<file path="config.mk">
export PLATFORM = sky130hd
export DESIGN_NAME = rf_wr_arbiter_flat
export DESIGN_NICKNAME = d
export VERILOG_FILES = /design/src/rtl/rf_wr_arbiter_if.sv /design/src/rtl/rf_wr_arbiter.sv /design/src/flat_wrapper.sv
export SDC_FILE = /design/constraint.sdc
export NUM_CORES = 1
export LEC_CHECK = 0
export ABC_AREA = 1
export BUFFER_PORTS_ARGS = -buffer_cell sky130_fd_sc_hd__buf_2
export CAP_MARGIN = 0
export CORE_MARGIN = 4
export CORE_UTILIZATION = 25
export DETAILED_ROUTE_END_ITERATION = 10
export HOLD_SLACK_MARGIN = 0.12
export PLACE_DENSITY_LB_ADDON = 0.12
export SETUP_SLACK_MARGIN = 0.4
export SYNTH_ARGS = -nofsm -noshare
export SYNTH_HDL_FRONTEND = slang
export SYNTH_SLANG_ARGS = --single-unit
</file>
<file path="constraint.sdc">
create_clock -name clk -period 7.8 [get_ports clk]
set_input_delay 0.39 -clock clk [delete_from_list [all_inputs] [get_ports clk]]
set_output_delay 0.39 -clock clk [all_outputs]
set_load 0.005 [all_outputs]
</file>
<file path="src/rtl/rf_wr_arbiter_if.sv">
// Register-file write-back bus: requester handshake plus the shared write port
// and pending-write mask returned to the hazard unit.
interface rf_wr_arbiter_if #(parameter int N_REQ = 3);
  logic                  hold;
  logic [N_REQ-1:0]      req_valid;
  logic [5*N_REQ-1:0]    req_addr;
  logic [32*N_REQ-1:0]   req_data;
  logic [N_REQ-1:0]      req_ready;
  logic                  wE;
  logic [4:0]            wR;
  logic [31:0]           dataW;
  logic [31:0]           pend_mask;
  logic [2:0]            grant_id;

  modport master (
    output hold, req_valid, req_addr, req_data,
    input  req_ready, wE, wR, dataW, pend_mask, grant_id
  );

  modport slave (
    input  hold, req_valid, req_addr, req_data,
    output req_ready, wE, wR, dataW, pend_mask, grant_id
  );
endinterface

</file>
<file path="src/rtl/rf_wr_arbiter.sv">
// Round-robin arbiter sharing the register-file write port among N_REQ sources.
// Define RF_ARB_FIXED_PRIO_EN for fixed lowest-index-wins priority instead.
module rf_wr_arbiter #(
  parameter int N_REQ = 3
) (
  input  logic           clk,
  input  logic           rst,
  rf_wr_arbiter_if.slave bus
);

  logic [N_REQ-1:0] w_ready;
  logic             w_accept;
  logic [2:0]       w_win;
  logic [4:0]       w_addr;
  logic [31:0]      w_data;
  logic [31:0]      w_pend;
  int               w_idx;

  logic             r_we;
  logic [4:0]       r_wr;
  logic [31:0]      r_data;
  logic [2:0]       r_gid;
`ifndef RF_ARB_FIXED_PRIO_EN
  logic [2:0]       r_last;
`endif

  // Scan from lowest to highest priority so the highest-priority valid wins.
  always_comb begin
    w_accept = 1'b0;
    w_win    = '0;
    w_addr   = '0;
    w_data   = '0;
    w_idx    = 0;
    if (!bus.hold) begin
`ifdef RF_ARB_FIXED_PRIO_EN
      for (int i = N_REQ - 1; i >= 0; i--) begin
        if (bus.req_valid[i]) begin
          w_accept = 1'b1;
          w_win    = i[2:0];
          w_addr   = bus.req_addr[5*i +: 5];
          w_data   = bus.req_data[32*i +: 32];
        end
      end
`else
      for (int k = N_REQ; k >= 1; k--) begin
        w_idx = (int'(r_last) + k) % N_REQ;
        if (bus.req_valid[w_idx]) begin
          w_accept = 1'b1;
          w_win    = w_idx[2:0];
          w_addr   = bus.req_addr[5*w_idx +: 5];
          w_data   = bus.req_data[32*w_idx +: 32];
        end
      end
`endif
    end
  end

  always_comb begin
    w_ready = '0;
    for (int i = 0; i < N_REQ; i++) begin
      w_ready[i] = w_accept && (w_win == i[2:0]);
    end
  end

  always_comb begin
    w_pend = '0;
    for (int i = 0; i < N_REQ; i++) begin
      if (bus.req_valid[i]) w_pend[bus.req_addr[5*i +: 5]] = 1'b1;
    end
    if (r_we) w_pend[r_wr] = 1'b1;
    w_pend[0] = 1'b0;
  end

  // r0 writes are accepted and advance the pointer but never raise wE.
  always_ff @(posedge clk or negedge rst) begin
    if (!rst) begin
      r_we   <= 1'b0;
      r_wr   <= '0;
      r_data <= '0;
      r_gid  <= '0;
`ifndef RF_ARB_FIXED_PRIO_EN
      r_last <= 3'(N_REQ - 1);
`endif
    end else begin
      r_we <= w_accept && (w_addr != 5'd0);
      if (w_accept) begin
        r_wr   <= w_addr;
        r_data <= w_data;
        r_gid  <= w_win;
`ifndef RF_ARB_FIXED_PRIO_EN
        r_last <= w_win;
`endif
      end
    end
  end

  assign bus.req_ready = w_ready;
  assign bus.pend_mask = w_pend;
  assign bus.wE        = r_we;
  assign bus.wR        = r_wr;
  assign bus.dataW     = r_data;
  assign bus.grant_id  = r_gid;

endmodule
</file>
<file path="src/flat_wrapper.sv">
// flat-port wrapper written by rule: the top's interface ports become plain ports
module rf_wr_arbiter_flat 
#(
  parameter int N_REQ = 3
)
  (clk, rst, bus_hold, bus_req_valid, bus_req_addr, bus_req_data, bus_req_ready, bus_wE, bus_wR, bus_dataW, bus_pend_mask, bus_grant_id);
  rf_wr_arbiter_if #(.N_REQ(N_REQ)) bus_i ();
  input  logic clk;
  input  logic rst;
  input wire logic [$bits(bus_i.hold)-1:0] bus_hold;
  input wire logic [$bits(bus_i.req_valid)-1:0] bus_req_valid;
  input wire logic [$bits(bus_i.req_addr)-1:0] bus_req_addr;
  input wire logic [$bits(bus_i.req_data)-1:0] bus_req_data;
  output wire logic [$bits(bus_i.req_ready)-1:0] bus_req_ready;
  output wire logic [$bits(bus_i.wE)-1:0] bus_wE;
  output wire logic [$bits(bus_i.wR)-1:0] bus_wR;
  output wire logic [$bits(bus_i.dataW)-1:0] bus_dataW;
  output wire logic [$bits(bus_i.pend_mask)-1:0] bus_pend_mask;
  output wire logic [$bits(bus_i.grant_id)-1:0] bus_grant_id;
  assign bus_i.hold = bus_hold;
  assign bus_i.req_valid = bus_req_valid;
  assign bus_i.req_addr = bus_req_addr;
  assign bus_i.req_data = bus_req_data;
  assign bus_req_ready = bus_i.req_ready;
  assign bus_wE = bus_i.wE;
  assign bus_wR = bus_i.wR;
  assign bus_dataW = bus_i.dataW;
  assign bus_pend_mask = bus_i.pend_mask;
  assign bus_grant_id = bus_i.grant_id;
  rf_wr_arbiter #(.N_REQ(N_REQ)) u_core (.clk(clk), .rst(rst), .bus(bus_i));
endmodule
</file>
Word level (Yosys, flattened, before mapping)
Index checks and enable logic that the tools add are counted.

operators by class
  $add $sub $neg = 3
  $mul = 3
  divide/modulo/power cells = 3
  $lt $le $gt $ge = 11
  equality and inequality tests = 2
  shifts and indexed selects = 6
  muxes and demuxes = 37
  bitwise operators = 3
  reductions and logical operators = 10

operator list
  operator               count
  $shiftx 96x32->32      3
  $mux 32                8
  $lt 32x4->1 const B    3
  $mod 32x3->32 const B  3
  $mul 4x32->32 const A  3
  $or 32x32->32          3
  $shiftx 15x32->5       3
  $lt 5x6->1 const B     4
  $demux 1 s5            4
  $ge 5x1->1 const B     4
  $mux 5                 4
  $mux 1                 14
  $mux 3                 4
  $add 3x2->4 const B    2
  $logic_and 1x1->1      8
  $bmux 1 s2             3
  $reduce_bool 5->1      1
  $add 3x1->4 const B    1
  $eq 3x1->1 const B     1
  $eq 3x2->1 const B     1
  $logic_not 3->1        1

word-level totals
  flip-flop bits (word level) = 44
  input bits = 117
  output and inout bits = 76
  logic and storage cells = 83

Longest topological paths before layout
  word-level depth = 11
  gate-level depth with buffers = 48
  gate-level depth less buffers = 44

Worst setup path before layout
OpenSTA, ideal clock, no wires.

  kind = reg-to-reg
  from = register u_core.r_last[0]
  to = register u_core.r_we (netlist: u_core.bus.wE)
  setup time = 0.119 ns
  arrival time = 5.320 ns
  required time = 7.681 ns
  slack = 2.361 ns
  stages on the path, launching flop included = 43
  path buffers = 4
  period minus slack after synthesis = 5.439 ns
  cells stage by stage = dfrtp_1 buf_6 clkinv_1 ha_1 nand2_1 nand2_1 ha_1 nand2_4 nand2_4 nand2_4 nor2_4 nand2_1 nand2_1 inv_1 ha_1 inv_1 nand4_4 o21ai_2 [7 not listed] nand2_1 nand2_1 nand4_1 nand2_1 nand2_1 buf_6 nand3_1 nand2_1 nand2_1 nand2_1 nand3_1 nand2_1 o21ai_1 nand2_1 nand3_1 nand2_1 nor2_1 nand2_1

between the ends
  word-level cells in the longest chain between the ends = 11
  elaborated cells on any way between the ends = 31
  those cells by class = 3 x add/sub; 3 x mul; 3 x div; 3 x shift; 17 x mux; 2 x reduce/logical

ends and longest elaborated chain
  item                                                                    line                 text
  start, declared                                                         rf_wr_arbiter.sv:24  logic [2:0] r_last;
  start signal, assigned                                                  rf_wr_arbiter.sv:82  r_last <= 3'(N_REQ - 1);
  start signal, assigned                                                  rf_wr_arbiter.sv:91  r_last <= w_win;
  parallel branches: the longest is 10 deep, another holds $mod 32x3->32  --
  $logic_and 1x1->1 *                                                     rf_wr_arbiter.sv:85  r_we <= w_accept && (w_addr != 5'd0);
  end signal, assigned                                                    rf_wr_arbiter.sv:85
  end, declared                                                           rf_wr_arbiter.sv:19  logic r_we;

Mark *: on every way between the ends. The select of a mux whose other input is x is not followed.
A chain may end at the register's enable or synchronous reset.

Worst setup path in the final report
  from = register u_core.r_last[1]
  to = output bus_req_ready[0]

between the ends
  word-level cells in the longest chain between the ends = 11
  elaborated cells on any way between the ends = 25
  those cells by class = 3 x add/sub; 3 x div; 17 x mux; 2 x reduce/logical

ends and longest elaborated chain
  item                                       line                 text
  $add 3x2->4                                rf_wr_arbiter.sv:46  w_idx = (int'(r_last) + k) % N_REQ;
  $mod 32x3->32                              rf_wr_arbiter.sv:46
  $bmux 1 s2                                 rf_wr_arbiter.sv:47  if (bus.req_valid[w_idx]) begin
  $mux 1 (implied by the code) (2 in a row)  rf_wr_arbiter.sv:47
  $mux 3 (3 in a row)                        rf_wr_arbiter.sv:47
  $mux 3                                     rf_wr_arbiter.sv:34  if (!bus.hold) begin
  $logic_not 3->1                            rf_wr_arbiter.sv:61  w_ready[i] = w_accept && (w_win == i[2:0]);
  $logic_and 1x1->1 *                        rf_wr_arbiter.sv:61
  end, declared                              flat_wrapper.sv:14   output wire logic [$bits(bus_i.req_ready)-1:0] bus_req_ready;

Every way passes the cells marked *; elsewhere a longest branch is shown, timed or not. The select of a mux whose other input is x is not followed.

==> results.md <==
- Initial Util: ~25%
- Synth Instances: about 1600
- Commonest non-fill, non-tap cells in the layout: nand2_1, nor2_1, inv_1, buf_2, nand3_1
- Async set-or-reset flop fraction in the synthesized netlist: 100%
- #FFs+latches synth: between 40 and 50
- Syn_nets: approximately 1800
- Main combinational cell family by area after synthesis: simple AND/OR/NAND/NOR gates
- Worst setup path endpoint: bus_req_ready[0]
- DR vias: 12300
- Setup_tns: 0 ns
- H-Tree Depth: 2
- Hold Vio Cnt, Final: 0
- TritonRoute pass-1 iters: 6
- Die ar.: slightly above 40000 sq um
- Status: completed
- Flop2flop setup slack: approximately 1.6 ns
- Reg2Reg Depth: 37
- CP Launch Type: register
- Share of cells above drive strength 1: around 18%
- CTS sink cnt: 42
- Worst setup path startpoint: u_core.r_last[1]$_DFFE_PN1P_
- Crit-path max cell delay: 0.64 ns
- Rows: 70
- Syn Area/Cell: around 5.7 sq um
- Postcts setup bufs: 0
- Final ANT Viol Nets: 0
- Clk buf depth: 2
- Largest net degree at the start of global routing: just under 80
- Clock Root Buffer: clkbuf_16
- Worst skew pair latency: approximately 0.32 ns
- CTS Buf Count: 5
- Endpoint class of the critical path: output pin
- Synth warnings: 0
- Post-Route M1 WL: ~19000 microns
- Most common cell after layout, fill and taps aside: nand2_1
- Worst slew margin: between 10% and 20%
- Setup repair after global routing missed its margin: false
- Finish-stage setup viols: 0
- Number of global-route vias before repair: 12000
- Die Y: 202 microns
- Wire length on met3: about 3700 microns
- Global placement routability congestion: 0.921
- Crit path DAT: 6.00 ns
- Top Family by Delay on Critical Path: simple AND/OR/NAND/NOR gates
- Met2 WL: approximately 20000 microns
- Post-Route WL: between 40000 and 50000 microns
- Reg area: ~1100 sq um
- Post-Synth Simple-Gate Area: between 30% and 40%
- Initial antenna violation count: 7
- Required @ worst endpoint: 7.41 ns
- Area growth syn-to-layout: 14.8%
- Initial drt markers: between 1000 and 1500
- Multi-input logic area: 6940 sq um
- Kind of critical path: reg -> out
- Multiplexer area fraction after synthesis: 0%
- Register area share after synthesis: about 11%
- Vias per std cell: 5.44
- Crit path buf inv count: 9
- Final period util: 81.9%
- DR top layer: met5
- Fmax: 156 MHz
- Number of remaining DRC errors: 0
- Slew Limit Fails: 0
- GRT Util Overall: about a fifth
- CP Max Fanout: a little under 80
- FILL cells: between 4000 and 5000
- IO Port Bufs: about 190
- GRT overflow: 0
- Core Footprint: 36900 sq um
- First-pass GRT wire length: a little under 70000 microns
- Slowest CP cell: buf_4
- Worst r2r dst: u_core.bus.wE$_DFF_PN0_
- XOR/XNOR Fraction of Synth Area: less than 1%
- TritonCTS clock tree: done
- Area share of fa/ha/maj cells after synthesis: roughly 4.9%
- Top FF cell, synth: dfrtp_1
- Compound-Gate Fraction of Synth Area: approximately 30%
- Synth Cell Area: 9390 sq um
- Post-synth EDFFs: 0
- Crit. path cell count: 30
- Ports: 193
- Die W: about 200 microns
- Worst min path class: in -> async
- Min cycle time layout: about 6.4 ns
- Worst slew pin tran: 1.25 ns
- Worst r2r src: u_core.r_last[1]$_DFFE_PN1P_
- NumNets Final: approximately 1900
- Post-CTS Hold Fix Bufs: 0
- Max-Cap Viols: 0
- HPWL after detailed placement: ~31000 microns
- Most used cell, CP: nand2_1
- Resize count post-CTS: 0
- Unique cell type count in the Yosys netlist: 52
- Clk_skew: between 0.006 and 0.007 ns
- Worst-path clk slew: about 0.080 ns
- DR WL/cell: 19.6 microns
## Yosys cell counts, types with 2 or more instances
cell | instances | area (sq um)
inv_1 | 205 | 769
nor2_1 | 207 | 777
clkbuf_1 | 49 | 184
o211ai_1 | 8 | 60.1
ha_1 | 32 | 400
buf_4 | 10 | 75.1
nor2_4 | 2 | 22.5
o22a_1 | 6 | 52.6
nand2_1 | 317 | 1190
o22ai_1 | 36 | 225
o21ai_1 | 45 | 225
nand3_1 | 187 | 936
o32ai_1 | 43 | 377
a31oi_1 | 35 | 219
clkinv_1 | 4 | 15.0
xor2_1 | 5 | 43.8
a22oi_1 | 6 | 45.0
nand3b_1 | 3 | 22.5
nand4_4 | 2 | 42.5
o21ai_2 | 4 | 35.0
o21ai_0 | 104 | 521
nor3_1 | 30 | 150
o31ai_1 | 3 | 22.5
buf_6 | 12 | 135
o32ai_2 | 20 | 325
buf_1 | 9 | 33.8
fa_1 | 3 | 60.1
nand2_2 | 19 | 119
inv_2 | 13 | 48.8
nand3_2 | 6 | 60.1
o221ai_1 | 28 | 245
dfrtp_1 | 41 | 1030
o2111ai_1 | 3 | 26.3
a21oi_1 | 67 | 335
buf_2 | 33 | 165
nand2_4 | 5 | 56.3
nor2_2 | 5 | 31.3
nor4_1 | 2 | 12.5
nand4_1 | 19 | 119
o21bai_1 | 3 | 22.5
## cells by family (layout without fill, tap and decap cells)
group	Yosys count	count (layout)
compound gates	415	415
xor+xnor	7	7
fa+ha+maj	35	35
buf+inv	336	447
flops	42	42
other cells	1	5
simple gates	807	807
## state kept, by name, summed over array words and instances (netlist names)
| signal | count |
|---|---|
| u_core.bus.dataW | 32 |
| u_core.bus.wE | 1 |
| u_core.bus.grant_id | 2 |
| u_core.r_last | 2 |
| u_core.bus.wR | 5 |
## stage by stage
stage / hold slack, ns / setup slack (ns) / cell area [sq um] / cells / utilization, %
finish: 0.192 / 1.41 / 10800 / 2262 / 29.2
global route: 0.248 / 0.833 / 10800 / 2261 / 29.2
CTS: 0.213 / 1.36 / 10800 / 2258 / 29.2
detailed placement: 0.467 / 1.62 / 10600 / 2250 / 28.8
global placement: 0.466 / 1.65 / 10600 / 2250 / 28.8
floorplan: 0.0944 / 2.36 / 9390 / 1643 / -
## area by class of cell
class                           instances  share of cell area, %
Multi-Input combinational cell       1265                   64.4
Timing Repair Buffer                  216                   10.6
Sequential cell                        42                   9.76
Inverter                              223                   7.79
Tap cell                              504                   5.85
Clock buffer                            5                   1.16
Clock inverter                          3                  0.371
Antenna cell                            4                 0.0928
## layer usage
| layer | vias up | GRT usage (%) |
|---|---|---|
| li1 | 5855 | - |
| met4 | 6 | 5.91 |
| met5 | - | 0 |
| met2 | 589 | 34.6 |
| met3 | 69 | 3.85 |
| met1 | 5785 | 27.7 |
## how the worst min path moves through the flow
stage | endpoint | slack, ns | depth (start not counted)
2_1_floorplan | u_core.bus.dataW[0]$_DFFE_PN0P_ | 0.09 | 0
3_3_place_gp | u_core.bus.grant_id[1]$_DFFE_PN0P_ | 0.47 | 2
3_5_place_dp | u_core.bus.grant_id[1]$_DFFE_PN0P_ | 0.47 | 2
4_1_cts | u_core.bus.dataW[16]$_DFFE_PN0P_ | 0.21 | 2
5_1_grt | u_core.bus.dataW[16]$_DFFE_PN0P_ | 0.25 | 2
6_report | u_core.bus.dataW[27]$_DFFE_PN0P_ | 0.19 | 2
Power is left out: the tool's default activity adds up to more than one toggle a clock period on the data nets, which glitch-free logic cannot reach.
